--- src/rtl/dice_pkg.sv ---
// Shared types and constants for the dice scoreboard: FSM states, seven-segment
// glyphs ({a,b,c,d,e,f,g}, active-high) and one-hot player helpers.
package dice_pkg;

    localparam int PLAYER_COUNT = 4;

    typedef enum logic [1:0] {
        WAIT  = 2'd0,
        CHECK = 2'd1,
        DONE  = 2'd2
    } state_t;

    localparam logic [6:0] SEG_0     = 7'b1111110;
    localparam logic [6:0] SEG_1     = 7'b0110000;
    localparam logic [6:0] SEG_2     = 7'b1101101;
    localparam logic [6:0] SEG_3     = 7'b1111001;
    localparam logic [6:0] SEG_4     = 7'b0110011;
    localparam logic [6:0] SEG_5     = 7'b1011011;
    localparam logic [6:0] SEG_6     = 7'b1011111;
    localparam logic [6:0] SEG_7     = 7'b1110000;
    localparam logic [6:0] SEG_8     = 7'b1111111;
    localparam logic [6:0] SEG_9     = 7'b1111011;
    localparam logic [6:0] SEG_BLANK = 7'b0000000;

    function automatic logic [PLAYER_COUNT-1:0] one_hot(input logic [1:0] idx);
        return PLAYER_COUNT'(1) << idx;
    endfunction

    function automatic logic [1:0] hot_index(input logic [PLAYER_COUNT-1:0] oh);
        case (oh)
            4'b0010: return 2'd1;
            4'b0100: return 2'd2;
            4'b1000: return 2'd3;
            default: return 2'd0;
        endcase
    endfunction

    function automatic logic [6:0] seg_digit(input logic [3:0] d);
        case (d)
            4'd0:    return SEG_0;
            4'd1:    return SEG_1;
            4'd2:    return SEG_2;
            4'd3:    return SEG_3;
            4'd4:    return SEG_4;
            4'd5:    return SEG_5;
            4'd6:    return SEG_6;
            4'd7:    return SEG_7;
            4'd8:    return SEG_8;
            4'd9:    return SEG_9;
            default: return SEG_BLANK;
        endcase
    endfunction

endpackage

--- src/rtl/dice_seg_scan.sv ---
// Four-digit multiplexed seven-segment driver: player number on digit 3,
// two-digit score on digits 1/0, digit 2 blank.
module dice_seg_scan
    import dice_pkg::*;
#(
    parameter int SCAN_DIV = 50000
) (
    input  logic       clock,
    input  logic       reset,
    input  logic [5:0] score,
    input  logic [1:0] player,
    input  logic       dp_en,
    output logic [7:0] seg,
    output logic [3:0] digit_sel
);

    localparam int CW = $clog2(SCAN_DIV);
    localparam logic [CW-1:0] LAST = CW'(SCAN_DIV - 1);

    logic [CW-1:0] count;
    logic [5:0]    rem;
    logic [2:0]    tens;
    logic [3:0]    player_num;

    always_ff @(posedge clock) begin
        if (!reset) begin
            count     <= '0;
            digit_sel <= 4'b0001;
        end else if (count == LAST) begin
            count     <= '0;
            digit_sel <= {digit_sel[2:0], digit_sel[3]};
        end else begin
            count <= count + CW'(1);
        end
    end

    // Score is at most 63, so six conditional subtractions cover every tens value.
    always_comb begin
        rem  = score;
        tens = 3'd0;
        for (int i = 0; i < 6; i++) begin
            if (rem >= 6'd10) begin
                rem  = rem - 6'd10;
                tens = tens + 3'd1;
            end
        end
    end

    assign player_num = {2'b00, player} + 4'd1;

    always_comb begin
        seg = {SEG_BLANK, 1'b0};
        case (digit_sel)
            4'b0001: seg = {seg_digit(rem[3:0]), 1'b0};
            4'b0010: seg = (tens == 3'd0) ? {SEG_BLANK, 1'b0} : {seg_digit({1'b0, tens}), 1'b0};
            4'b1000: seg = {seg_digit(player_num), dp_en};
            default: seg = {SEG_BLANK, 1'b0};
        endcase
    end

endmodule

--- src/rtl/dice_scoreboard.sv ---
// Dice game scoreboard: accumulates rolls per player, rotates the one-hot turn
// (a 6 earns another roll), latches a winner at TARGET and drives the display.
module dice_scoreboard
    import dice_pkg::*;
#(
    parameter int PLAYERS  = 4,
    parameter int TARGET   = 30,
    parameter int SCAN_DIV = 50000
) (
    input  logic       clock,
    input  logic       reset,
    input  logic       roll_valid,
    input  logic [2:0] roll_value,
    input  logic       new_game,
    output logic [3:0] turn,
    output logic [3:0] winner,
    output logic       game_over,
    output logic       roll_err,
    output logic [7:0] seg,
    output logic [3:0] digit_sel
);

    state_t                   state, state_next;
    logic [PLAYERS-1:0][5:0]  scores;
    logic [1:0]               cur, disp_player;
    logic                     roll_ok, last_six, reached;
    logic [6:0]               sum;
    logic [5:0]               sum_sat;

    assign cur     = hot_index(turn);
    assign roll_ok = (roll_value != 3'd0) && (roll_value != 3'd7);
    assign sum     = {1'b0, scores[cur]} + {4'b0000, roll_value};
    assign sum_sat = sum[6] ? 6'd63 : sum[5:0];
    assign reached = scores[cur] >= 6'(TARGET);

    always_ff @(posedge clock) begin
        if (!reset) state <= WAIT;
        else        state <= state_next;
    end

    always_comb begin
        state_next = state;
        if (new_game) begin
            state_next = WAIT;
        end else begin
            case (state)
                WAIT:    if (roll_valid && roll_ok) state_next = CHECK;
                CHECK:   state_next = reached ? DONE : WAIT;
                DONE:    state_next = DONE;
                default: state_next = WAIT;
            endcase
        end
    end

    always_ff @(posedge clock) begin
        if (!reset) begin
            scores    <= '0;
            turn      <= one_hot(2'd0);
            winner    <= '0;
            game_over <= 1'b0;
            roll_err  <= 1'b0;
            last_six  <= 1'b0;
        end else begin
            roll_err <= 1'b0;
            if (new_game) begin
                scores    <= '0;
                turn      <= one_hot(2'd0);
                winner    <= '0;
                game_over <= 1'b0;
            end else begin
                case (state)
                    WAIT: begin
                        if (roll_valid) begin
                            if (roll_ok) begin
                                scores[cur] <= sum_sat;
                                last_six    <= (roll_value == 3'd6);
                            end else begin
                                roll_err <= 1'b1;
                            end
                        end
                    end
                    CHECK: begin
                        // scores[cur] already holds the updated total here.
                        if (reached) begin
                            winner    <= turn;
                            game_over <= 1'b1;
                        end else if (!last_six) begin
                            turn <= {turn[2:0], turn[3]};
                        end
                    end
                    default: ;
                endcase
            end
        end
    end

    assign disp_player = (state == DONE) ? hot_index(winner) : cur;

    dice_seg_scan #(.SCAN_DIV(SCAN_DIV)) u_seg_scan (
        .clock     (clock),
        .reset     (reset),
        .score     (scores[disp_player]),
        .player    (disp_player),
        .dp_en     (state == DONE),
        .seg       (seg),
        .digit_sel (digit_sel)
    );

endmodule

--- config.mk ---
export PLATFORM = sky130hd
export DESIGN_NAME = dice_scoreboard
export DESIGN_NICKNAME = d
export VERILOG_FILES = /design/src/rtl/dice_pkg.sv /design/src/rtl/dice_seg_scan.sv /design/src/rtl/dice_scoreboard.sv
export SDC_FILE = /design/constraint.sdc
export NUM_CORES = 1
export LEC_CHECK = 0
export ABC_AREA = 1
export BUFFER_PORTS_ARGS = -buffer_cell sky130_fd_sc_hd__buf_2
export CAP_MARGIN = 20
export CORE_MARGIN = 2
export CORE_UTILIZATION = 50
export CTS_CLUSTER_DIAMETER = 200
export CTS_CLUSTER_SIZE = 8
export DETAILED_ROUTE_END_ITERATION = 8
export PLACE_DENSITY = 0.68
export SYNTH_ARGS = -nofsm -noshare
export SYNTH_HDL_FRONTEND = slang
export SYNTH_SLANG_ARGS = --single-unit
export TNS_END_PERCENT = 10
--- constraint.sdc ---
create_clock -name clock -period 5.6 [get_ports clock]
set_input_delay 0.84 -clock clock [delete_from_list [all_inputs] [get_ports clock]]
set_output_delay 0.84 -clock clock [all_outputs]
set_load 0.005 [all_outputs]
After elaboration in Yosys (flattened, before gate mapping)
Memory sizes are Yosys's and may differ from the RTL's. Cells that the tools add are included. Widths: inputs -> output; s select.

RAM bits: 0. Output and inout port bits: 22. Bits in latches: 0. Register bits after elaboration: 57. Memories: 3. Logic and storage cells: 102. Bits in read-only memories: 280.

Shifts and indexed selects: 0. Order comparisons: 10. Divide/modulo/power cells: 0. Multiplexer cells: 29. Bitwise operators: 6. Add/subtract/negate cells: 14. Multipliers: 0. Reductions and logical operators: 13. Equality and inequality tests: 15.

Memories: (no name shown) (words 16, bits a word 7, read ports 1, clocked after Yosys merged registers in 0, wr ports 0, RTL line dice_pkg.sv:39) `case (d)`; (no name shown) (words 16, bits a word 7, read ports 1, clocked after Yosys merged registers in 0, wr ports 0, RTL line dice_pkg.sv:39); (no name shown) (words 8, bits a word 7, read ports 1, clocked after Yosys merged registers in 0, wr ports 0, RTL line dice_pkg.sv:39).

Operators by type and width (count): $mux 6 (9); $ge 6x4->1 const B (6); $sub 6x4->6 const B (5); $bmux 6 s2 (2); $bwmux 24 (1); $pmux 8 s3 (1); $pmux 2 s3 (3); $add 16x1->16 const B (1); $eq 16x16->1 const B (1); $mux 3 (5); $add 3x1->3 const B (4); $demux 6 s2 (1); $eq 4x2->1 const B (3); $eq 4x4->1 const B (3); $eq 4x3->1 const B (2); $mux 8 (1); $add 6x3->7 (1); $ge 6x5->1 const B (1); $lt 2x3->1 const B (2); $mux 2 (3); $not 1->1 (6); $reduce_and 3->1 (2); $eq 4x1->1 const B (1); $mux 4 (1); 18 further kinds (22).

Longest topological paths before layout
Gate-level depths: netlist (run 1).

Depth in word-level cells: 20. Gate-level depth with buffers: 36. Gate-level depth less buffers: 35.

Cells and area by module
A second synthesis (run 1) with hierarchy kept.

Cells, all modules: 704. Area total of the unflattened synthesis: 4682.0 um^2.

Modules (own cells, without submodules): dice_seg_scan (seq. area each 400.4 um^2, instances 1, area each 2476.1 um^2, cells an instance 379); dice_scoreboard (seq. area each 740.7 um^2, instances 1, area each 2205.9 um^2, cells an instance 325).

Worst setup path before layout (run 1)
No wires, ideal clock.

Kind: register to output. Start: register turn[3]. End: output port seg[5]. Data arrival time: 4.417 ns. Setup slack: 0.343 ns. Path buffers: 1. Cell stages (with the launch flop): 32. Path through: dfxtp_1 -> inv_2 -> nor2_1 -> nand2_2 -> nand3_4 -> buf_6 -> nand3_1 -> nand3_1 -> nand2_2 -> nand2_4 -> clkinv_4 -> nand3_1 -> nand3_1 -> nand2_2 -> nand3_4 -> ha_1 -> xor2_1 -> ha_1 -> mux2_2 -> ha_1 -> nand2_1 -> nand2_1 -> ha_1 -> nand3_1 -> nand2_1 -> inv_1 -> ha_1 -> nor2_1 -> inv_1 -> o21ai_0 -> nor2_1 -> nand2_1.

Longest elaborated chain between the ends: 20. Elaborated cells on any way between the ends: 43.

Ends and longest elaborated chain: start: declaration (RTL line dice_scoreboard.sv:15) `output logic [3:0] turn,`; start signal: assignment (RTL line dice_scoreboard.sv:58) `turn <= one_hot(2'd0);`; start signal: assignment (RTL line dice_scoreboard.sv:67) `turn <= one_hot(2'd0);`; start signal: assignment (RTL line dice_scoreboard.sv:88) `turn <= {turn[2:0], turn[3]};`; $eq 4x4->1 (tied with other cells) (RTL line dice_pkg.sv:30) `case (oh)`; $pmux 2 s3 (*) (RTL line dice_pkg.sv:30); $mux 2 (*) (RTL line dice_scoreboard.sv:97) `assign disp_player = (state == DONE) ? hot_index(winner) : cur;`; $bmux 6 s2 (RTL line dice_scoreboard.sv:102) `.score (scores[disp_player]),`; $mux 6 (not written as such) (RTL line dice_scoreboard.sv:102); $sub 6x4->6 / $ge 6x4->1 (equally long branches) (RTL line dice_seg_scan.sv:43, dice_seg_scan.sv:42); $mux 6 / $mux 1 (equally long branches) (RTL line dice_seg_scan.sv:42) `if (rem >= 6'd10) begin`; $sub 6x4->6 (tied with other cells) (RTL line dice_seg_scan.sv:43) `rem = rem - 6'd10;`; [... 4 more ...]; $mux 6 / $mux 3 (equally long branches) (RTL line dice_seg_scan.sv:42); $sub 6x4->6 (tied with other cells) (RTL line dice_seg_scan.sv:43); $mux 6 / $mux 3 (equally long branches) (RTL line dice_seg_scan.sv:42); $ge 6x4->1 / $add 3x1->3 (equally long branches) (RTL line dice_seg_scan.sv:42, dice_seg_scan.sv:44); $mux 3 (RTL line dice_seg_scan.sv:42); $mem_v2 8x7 / $logic_not 3->1 (equally long branches); $mux 8 (RTL line dice_seg_scan.sv:55) `4'b0010: seg = (tens == 3'd0) ? {SEG_BLANK, 1'b0} : {seg_digit({1'b0, tens}), 1'b0};`; $pmux 8 s3 (*) (RTL line dice_seg_scan.sv:53) `case (digit_sel)`; end: declaration (RTL line dice_scoreboard.sv:19) `output logic [7:0] seg,`.

Mark *: on every way between the ends. The rest lies on a longest branch, timed or not. The select of a mux whose other input is x is not followed.

Worst setup path in the final report (run 1)
Start: register winner[3]. End: output port seg[5].

Longest elaborated chain between the ends: 20. Elaborated cells on any way between the ends: 43.

Ends and longest elaborated chain: start: declaration (RTL line dice_scoreboard.sv:16) `output logic [3:0] winner,`; start signal: assignment (RTL line dice_scoreboard.sv:85) `winner <= turn;`; $eq 4x4->1 (tied with other cells) (RTL line dice_pkg.sv:30); $pmux 2 s3 (*) (RTL line dice_pkg.sv:30); $mux 2 (*) (RTL line dice_scoreboard.sv:97); $bmux 6 s2 (RTL line dice_scoreboard.sv:102); $mux 6 (not written as such) (RTL line dice_scoreboard.sv:102); $sub 6x4->6 / $ge 6x4->1 (equally long branches) (RTL line dice_seg_scan.sv:43, dice_seg_scan.sv:42); $mux 6 / $mux 1 (equally long branches) (RTL line dice_seg_scan.sv:42); $sub 6x4->6 (tied with other cells) (RTL line dice_seg_scan.sv:43); [... 4 more ...]; $mux 6 / $mux 3 (equally long branches) (RTL line dice_seg_scan.sv:42); $sub 6x4->6 (tied with other cells) (RTL line dice_seg_scan.sv:43); $mux 6 / $mux 3 (equally long branches) (RTL line dice_seg_scan.sv:42); $ge 6x4->1 / $add 3x1->3 (equally long branches) (RTL line dice_seg_scan.sv:42, dice_seg_scan.sv:44); $mux 3 (RTL line dice_seg_scan.sv:42); $mem_v2 8x7 / $logic_not 3->1 (equally long branches); $mux 8 (RTL line dice_seg_scan.sv:55); $pmux 8 s3 (*) (RTL line dice_seg_scan.sv:53).

Marked as above.

==> flow_summary.yaml, run 1 <==
status:
  status: "finished, final reports clean"
synthesis:
  netlist.top_cell.by_area: "dfxtp_1"
  synth_area_um2: 4520
  async_reset_ff_share_pct: 0
  synth_flop_cell: "dfxtp_1"
  yosysWarnings: 0
  yosysMostFrequentCell: "nand2_1"
  synthCells: 672
  synth_area_per_cell_um2: 6.72
  ys_ff_latch: 57
  synth.area.top_cells: "dfxtp_1, nand2_1, nand3_1, inv_1, ha_1"
  synthesis.nets: 703
  ys_types: 49
  ys_seq_area_share_pct: 25.3
  synth.top_cell.area_share_pct: 25.3
  synthTopCellsByCount: "nand2_1, inv_1, nand3_1"
  synth_edf_count: 0
cts:
  worstSkewPairLatency_ns: 0.34
  clock-root-buffer: "clkbuf_8"
  cts_tree: "yes"
  clock-sinks: 57
  cts_max_level: 3
  clkTransAtPathRegs_ns: 0.06
  numCtsBuffers: 9
  clock_path_buffers: 2
cells_and_area:
  drive_above_1_share_pct: 31.4
  antenna_cells: 0
  area_delta_synth_final_pct: 26.4
  final_util_pct: 65.4
  final_cell_area_um2: 5710
  nets: 787
global_routing:
  top_usage_layer: "met2"
  grt_pass1_wl_um: 19300
  use_met2_pct: 40.4
  grt_pass1_vias: 4306
  grt_usage_pct: 23.5
  met3_usage_pct: 3.26
  antenna_found_initial: 0
  grt_max_degree: 21
  grt_use_met1_pct: 30.2
  gr-total-overflow: 0
power_and_ir_drop:
  finalPower_mw: 1.11
  power.density_nw_per_um2: 195
  leakagePower_nw: 2.77
  vdd_drop_max_uv: 190
routing:
  vias: 4712
  drc: 0
  drt-wirelength-per-cell_um: 13.6
  final_antenna_net_count: 0
  drt_iter0_drc: 370
  viasPerCell: 5.43
  firstDrtPassIters: 5
  drt_wl_total_um: 11800
critical_path:
  cp_slowest_cell: "dfxtp_2"
  critPathKind: "flip-flop to output pin"
  crit_path_start_kind: "flip-flop"
  path_max_fanout: 7
  slowest_delay_ns: 0.35
  cp.required_ns: 4.76
  endpoint_kind: "output pin"
  regToRegSetupSlack_ns: 2.35
  arrival_ns: 4.59
placed_design:
  routabilityCongestion: 0.975
  dpl_cell_area_um2: 4820
  io_buffers: 28
  dp_hpwl_um: 8310
timing:
  hold_viol: 0
  drv_slew: 0
  rsz0062_at_grt: "true"
  final.setup.tns_ns: 0
  fin_skew_ns: 0.00670
  finalSetupViolCount: 0
  slew_headroom_pct: 41.1
  post-route-period-util_pct: 96.9
  min_period_ns: 5.43
  fmax_mhz: 184
  tightest_slew_ns: 0.881
  whs_ns: 0.452
die:
  ios: 29
  core_um2: 8720
  rows: 34
  start_util_pct: 51.8
  die-width_um: 99.0
  fp.dieH_um: 99.0
  fp.dieArea_um2: 9810
flow_run:
  cap_violations: 0
worst_hold_path:
  min_path_type: "flip-flop to flip-flop"
-- final cells by class --
type,count,area [um2]
multi-input cells,492,3240
repair buffers,78,527
clock buffers,13,169
inverters,117,469
well taps,108,135
clock inverters,2,12.5
fillers,792,3020
repair inverters,1,5.00
flip-flops and latches,57,1150
-- critical path: cells and delay by family (launching register included) --
| kind | cells | cell delay (ns) |
|---|---|---|
| DFF | 1 | 0.35 |
| and+or+nand+nor | 14 | 1.27 |
| AOI/OAI and AO/OA | 3 | 0.56 |
| buffers and inverters | 8 | 0.87 |
| muxes | 1 | 0.29 |
| adders and majority gates | 4 | 0.91 |
-- stage by stage --
stage                     std cells  setup WS (ns)
after floorplan                 672          0.343
after global placement          812         0.0891
after detailed placement        812         -0.135
after CTS                       839        0.00405
after global routing            868        -0.0980
final                           868          0.174
-- cells in the final DEF (no fill, tap or decap), types with 9 or more instances in the layout --
master / instances
buf_2: 28
clkbuf_8: 12
nand2_1: 99
inv_2: 11
dfxtp_1: 48
buf_4: 47
ha_1: 18
nand3_1: 60
o21ai_0: 43
nor2_1: 57
dfxtp_2: 9
nand2_2: 25
nand2_4: 22
a21oi_1: 40
inv_1: 97
nand3_2: 26
-- repair_timing --
action                     in CTS  in global routing
pin swaps                      15                 42
setup endpoints to repair       7                  7
cloned                          2                  1
gates resized for setup        27                 73
setup buffers                  10                 28
hold buffers                    0                  0
-- layer usage --
layer / wire, um / share of wire (%)
met5: 0 / 0
met2: 5840 / 50
met4: 217 / 1.8
met3: 445 / 3.8
met1: 5270 / 45
-- final timing paths --
kind / startpoint / endpoint / depth (start not counted)
setup reg to reg: turn[0]$_SDFFE_PP1P_ / scores[11]$_SDFFE_PP0P_ / 17
setup / recovery: winner[3]$_SDFFE_PP0P_ / seg[5] / 30
hold / removal: u_seg_scan.count[0]$_SDFF_PP0_ / u_seg_scan.count[0]$_SDFF_PP0_ / 1
hold reg to reg: u_seg_scan.count[0]$_SDFF_PP0_ / u_seg_scan.count[0]$_SDFF_PP0_ / 1
-- cell families after synthesis --
group / count (synthesis) / synth area share (%)
xor gates and xnor gates: 12 / 2.66
and+or+nand+nor: 335 / 38.5
muxes: 1 / 0.249
DFF: 57 / 25.3
AOI/OAI and AO/OA: 118 / 15.3
buffers and inverters: 125 / 11.2
adders and majority gates: 24 / 6.82
-- registers in the layout, summed over array words and instances (netlist names) --
register              flops
game_over                 1
last_six                  1
roll_err                  1
scores                   24
state                     2
turn                      4
u_seg_scan.count         16
u_seg_scan.digit_sel      4
winner                    4
-- report_power, final --
| group | switching, mW | internal (mW) |
|---|---|---|
| sequential | 0.00379 | 0.410 |
| clock | 0.158 | 0.194 |
| combinational | 0.211 | 0.135 |
(Power assumes the default switching activity.)
==> inputs of run 2 (changes only) <==
Settings changed: RECOVER_POWER set to 100, REMOVE_ABC_BUFFERS set to 1.
==> run 2 against run 1 <==
Compared with the run above: flip-flop and latch count did not move; hold slack improved by 0.010 ns; die area is the same; sequential share of layout area fell by 0.062 points; register-to-register slack improved by 0.06 ns; utilization rose by 0.13 points; wire length is 0.54% lower; sequential power about the same; clock-buffer cell count down 2.
==> flow_summary.yaml, run 2 (synthesized netlist as in run 1, its figures left out) <==
worst_hold_path:
  holdPathEnd: "u_seg_scan.count[0]$_SDFF_PP0_"
  worstHoldPathCells: 1
  hold_start: "u_seg_scan.count[0]$_SDFF_PP0_"
  min_path_type: "flip-flop to flip-flop"
cells_and_area:
  area_delta_synth_final_pct: 26.6
  antenna_cells: 0
  final_cell_area_um2: 5720
  drive_above_1_share_pct: 30.9
  final_common_cell: "nand2_1"
  nets: 786
  largest-register: "scores"
  layout_common_cells: "nand2_1, inv_1, nand3_1, nor2_1, dfxtp_1"
  largest_register_ffs: 24
  fillers: 780
  largest_registers: "scores (24), u_seg_scan.count (16)"
  finalNonFillerCells: 868
routing:
  drt-wirelength-per-cell_um: 13.5
  final_antenna_net_count: 0
  drc: 0
  drt_wl_total_um: 11700
  drt_iter0_drc: 292
  viasPerCell: 5.38
  vias: 4668
  firstDrtPassIters: 5
power_and_ir_drop:
  vdd_drop_max_uv: 185
  leakagePower_nw: 2.74
  power.density_nw_per_um2: 193
timing:
  fmax_mhz: 180
  min_period_ns: 5.55
  post-route-period-util_pct: 99.1
  tightest_slew_ns: 0.642
  slew_headroom_pct: 56.8
  drv_slew: 0
  finalSetupViolCount: 0
  fin_skew_ns: 0.00843
  hold_viol: 0
  rsz0062_at_grt: "true"
  final.setup.tns_ns: 0
die:
  die-width_um: 99.0
  fp.dieH_um: 99.0
  rows: 34
  start_util_pct: 51.8
  ios: 29
  fp.dieArea_um2: 9810
  core_um2: 8720
global_routing:
  grt_usage_pct: 23.7
  antenna_found_initial: 0
  grt_pass1_vias: 4309
  grt_pass1_wl_um: 19300
  grt_max_degree: 21
  gr-total-overflow: 0
placed_design:
  dp_hpwl_um: 8390
  io_buffers: 28
  routabilityCongestion: 0.885
  dp.cells: 816
  dpl_cell_area_um2: 4850
cts:
  worstSkewPairLatency_ns: 0.35
  clock-root-buffer: "clkbuf_8"
  clock-sinks: 57
  clkTransAtPathRegs_ns: 0.06
  numCtsBuffers: 9
  cts_max_level: 3
  clock_path_buffers: 2
  cts_tree: "yes"
critical_path:
  regToRegSetupSlack_ns: 2.41
  slowest_delay_ns: 0.35
  endpoint_kind: "output pin"
  critPathKind: "flip-flop to output pin"
  crit_path_start_kind: "flip-flop"
  path_max_fanout: 7
  reg2reg_depth: 17
  cp_slowest_cell: "dfxtp_2"
  cp.required_ns: 4.76
  arrival_ns: 4.71
  r2r-start: "turn[1]$_SDFFE_PP0P_"
  timing.rr.end: "scores[3]$_SDFFE_PP0P_"
flow_run:
  cap_violations: 0
status:
  status: "finished, final reports clean"
==> run 2: changes by cell type in the layout (fill, tap and decap cells not counted), sizes merged <==
cell / change
clkinv: +1
inv: +1
buf: -2
==> run 2: layer usage <==
| layer | track usage, % | wire [um] | vias up |
|---|---|---|---|
| li1 | - | - | 2378 |
| met1 | 29.9 | 5320 | 2151 |
| met2 | 40.4 | 5670 | 118 |
| met3 | 4.54 | 542 | 21 |
| met4 | 7.80 | 174 | 0 |
| met5 | 0 | 0 | - |
==> run 2: worst max-delay path, delay by kind of cell, from the launching register on <==
| family | cells | cell delay (ns) |
|---|---|---|
| xor gates and xnor gates | 1 | 0.18 |
| adders and majority gates | 5 | 1.18 |
| buffers and inverters | 6 | 0.56 |
| DFF | 1 | 0.35 |
| muxes | 1 | 0.29 |
| and+or+nand+nor | 19 | 1.78 |
==> run 2: what timing repair did <==
| item | CTS | global route |
|---|---|---|
| setup endpoints to repair | 7 | 7 |
| cloned | 1 | 1 |
| hold buffers | 0 | 0 |
| gates resized for setup | 35 | 61 |
| pin swaps | 19 | 32 |
| setup buffers | 14 | 20 |
==> run 2: where the power goes <==
part | leakage [nW] | total, mW | internal, mW | switching [mW]
registers | 0.463 | 0.414 | 0.410 | 0.00378
logic | 2.18 | 0.347 | 0.137 | 0.210
clock network | 0.0891 | 0.342 | 0.171 | 0.171
total | 2.74 | 1.10 | 0.718 | 0.385
==> run 2: area by class of cell <==
cell class	instances	area (um2)	share of cell area (%)
Multi-Input combinational cell	492	3240	56.6
Tap cell	108	135	2.36
Clock buffer	11	141	2.47
Sequential cell	57	1150	20.1
Clock inverter	5	31.3	0.547
Timing Repair Buffer	78	558	9.76
Inverter	117	462	8.08
==> run 2: how the worst max path moves through the flow <==
stage / to / startpoint / slack [ns] / cells past startpoint
6_report: seg[4] / turn[3]$_SDFFE_PP0P_ / 0.05 / 32
5_1_grt: seg[7] / winner[0]$_SDFFE_PP0P_ / -0.15 / 29
4_1_cts: seg[1] / turn[1]$_SDFFE_PP0P_ / -0.004 / 31
3_5_place_dp: seg[1] / turn[3]$_SDFFE_PP0P_ / -0.20 / 31
3_3_place_gp: seg[4] / turn[3]$_SDFFE_PP0P_ / 0.06 / 31
2_1_floorplan: seg[5] / turn[3]$_SDFFE_PP0P_ / 0.25 / 30
==> run 2: metrics by stage <==
stage | worst slack [ns] | power (mW) | hold WS, ns | util (%)
global placement | 0.0637 | 0.701 | 0.438 | 55.7
CTS | -0.00386 | 1.05 | 0.468 | 60.6
detailed placement | -0.198 | 0.709 | 0.453 | 55.7
floorplan | 0.254 | 0.639 | 0.418 | -
global route | -0.155 | 1.16 | 0.497 | 65.6
finish | 0.0476 | 1.10 | 0.462 | 65.6
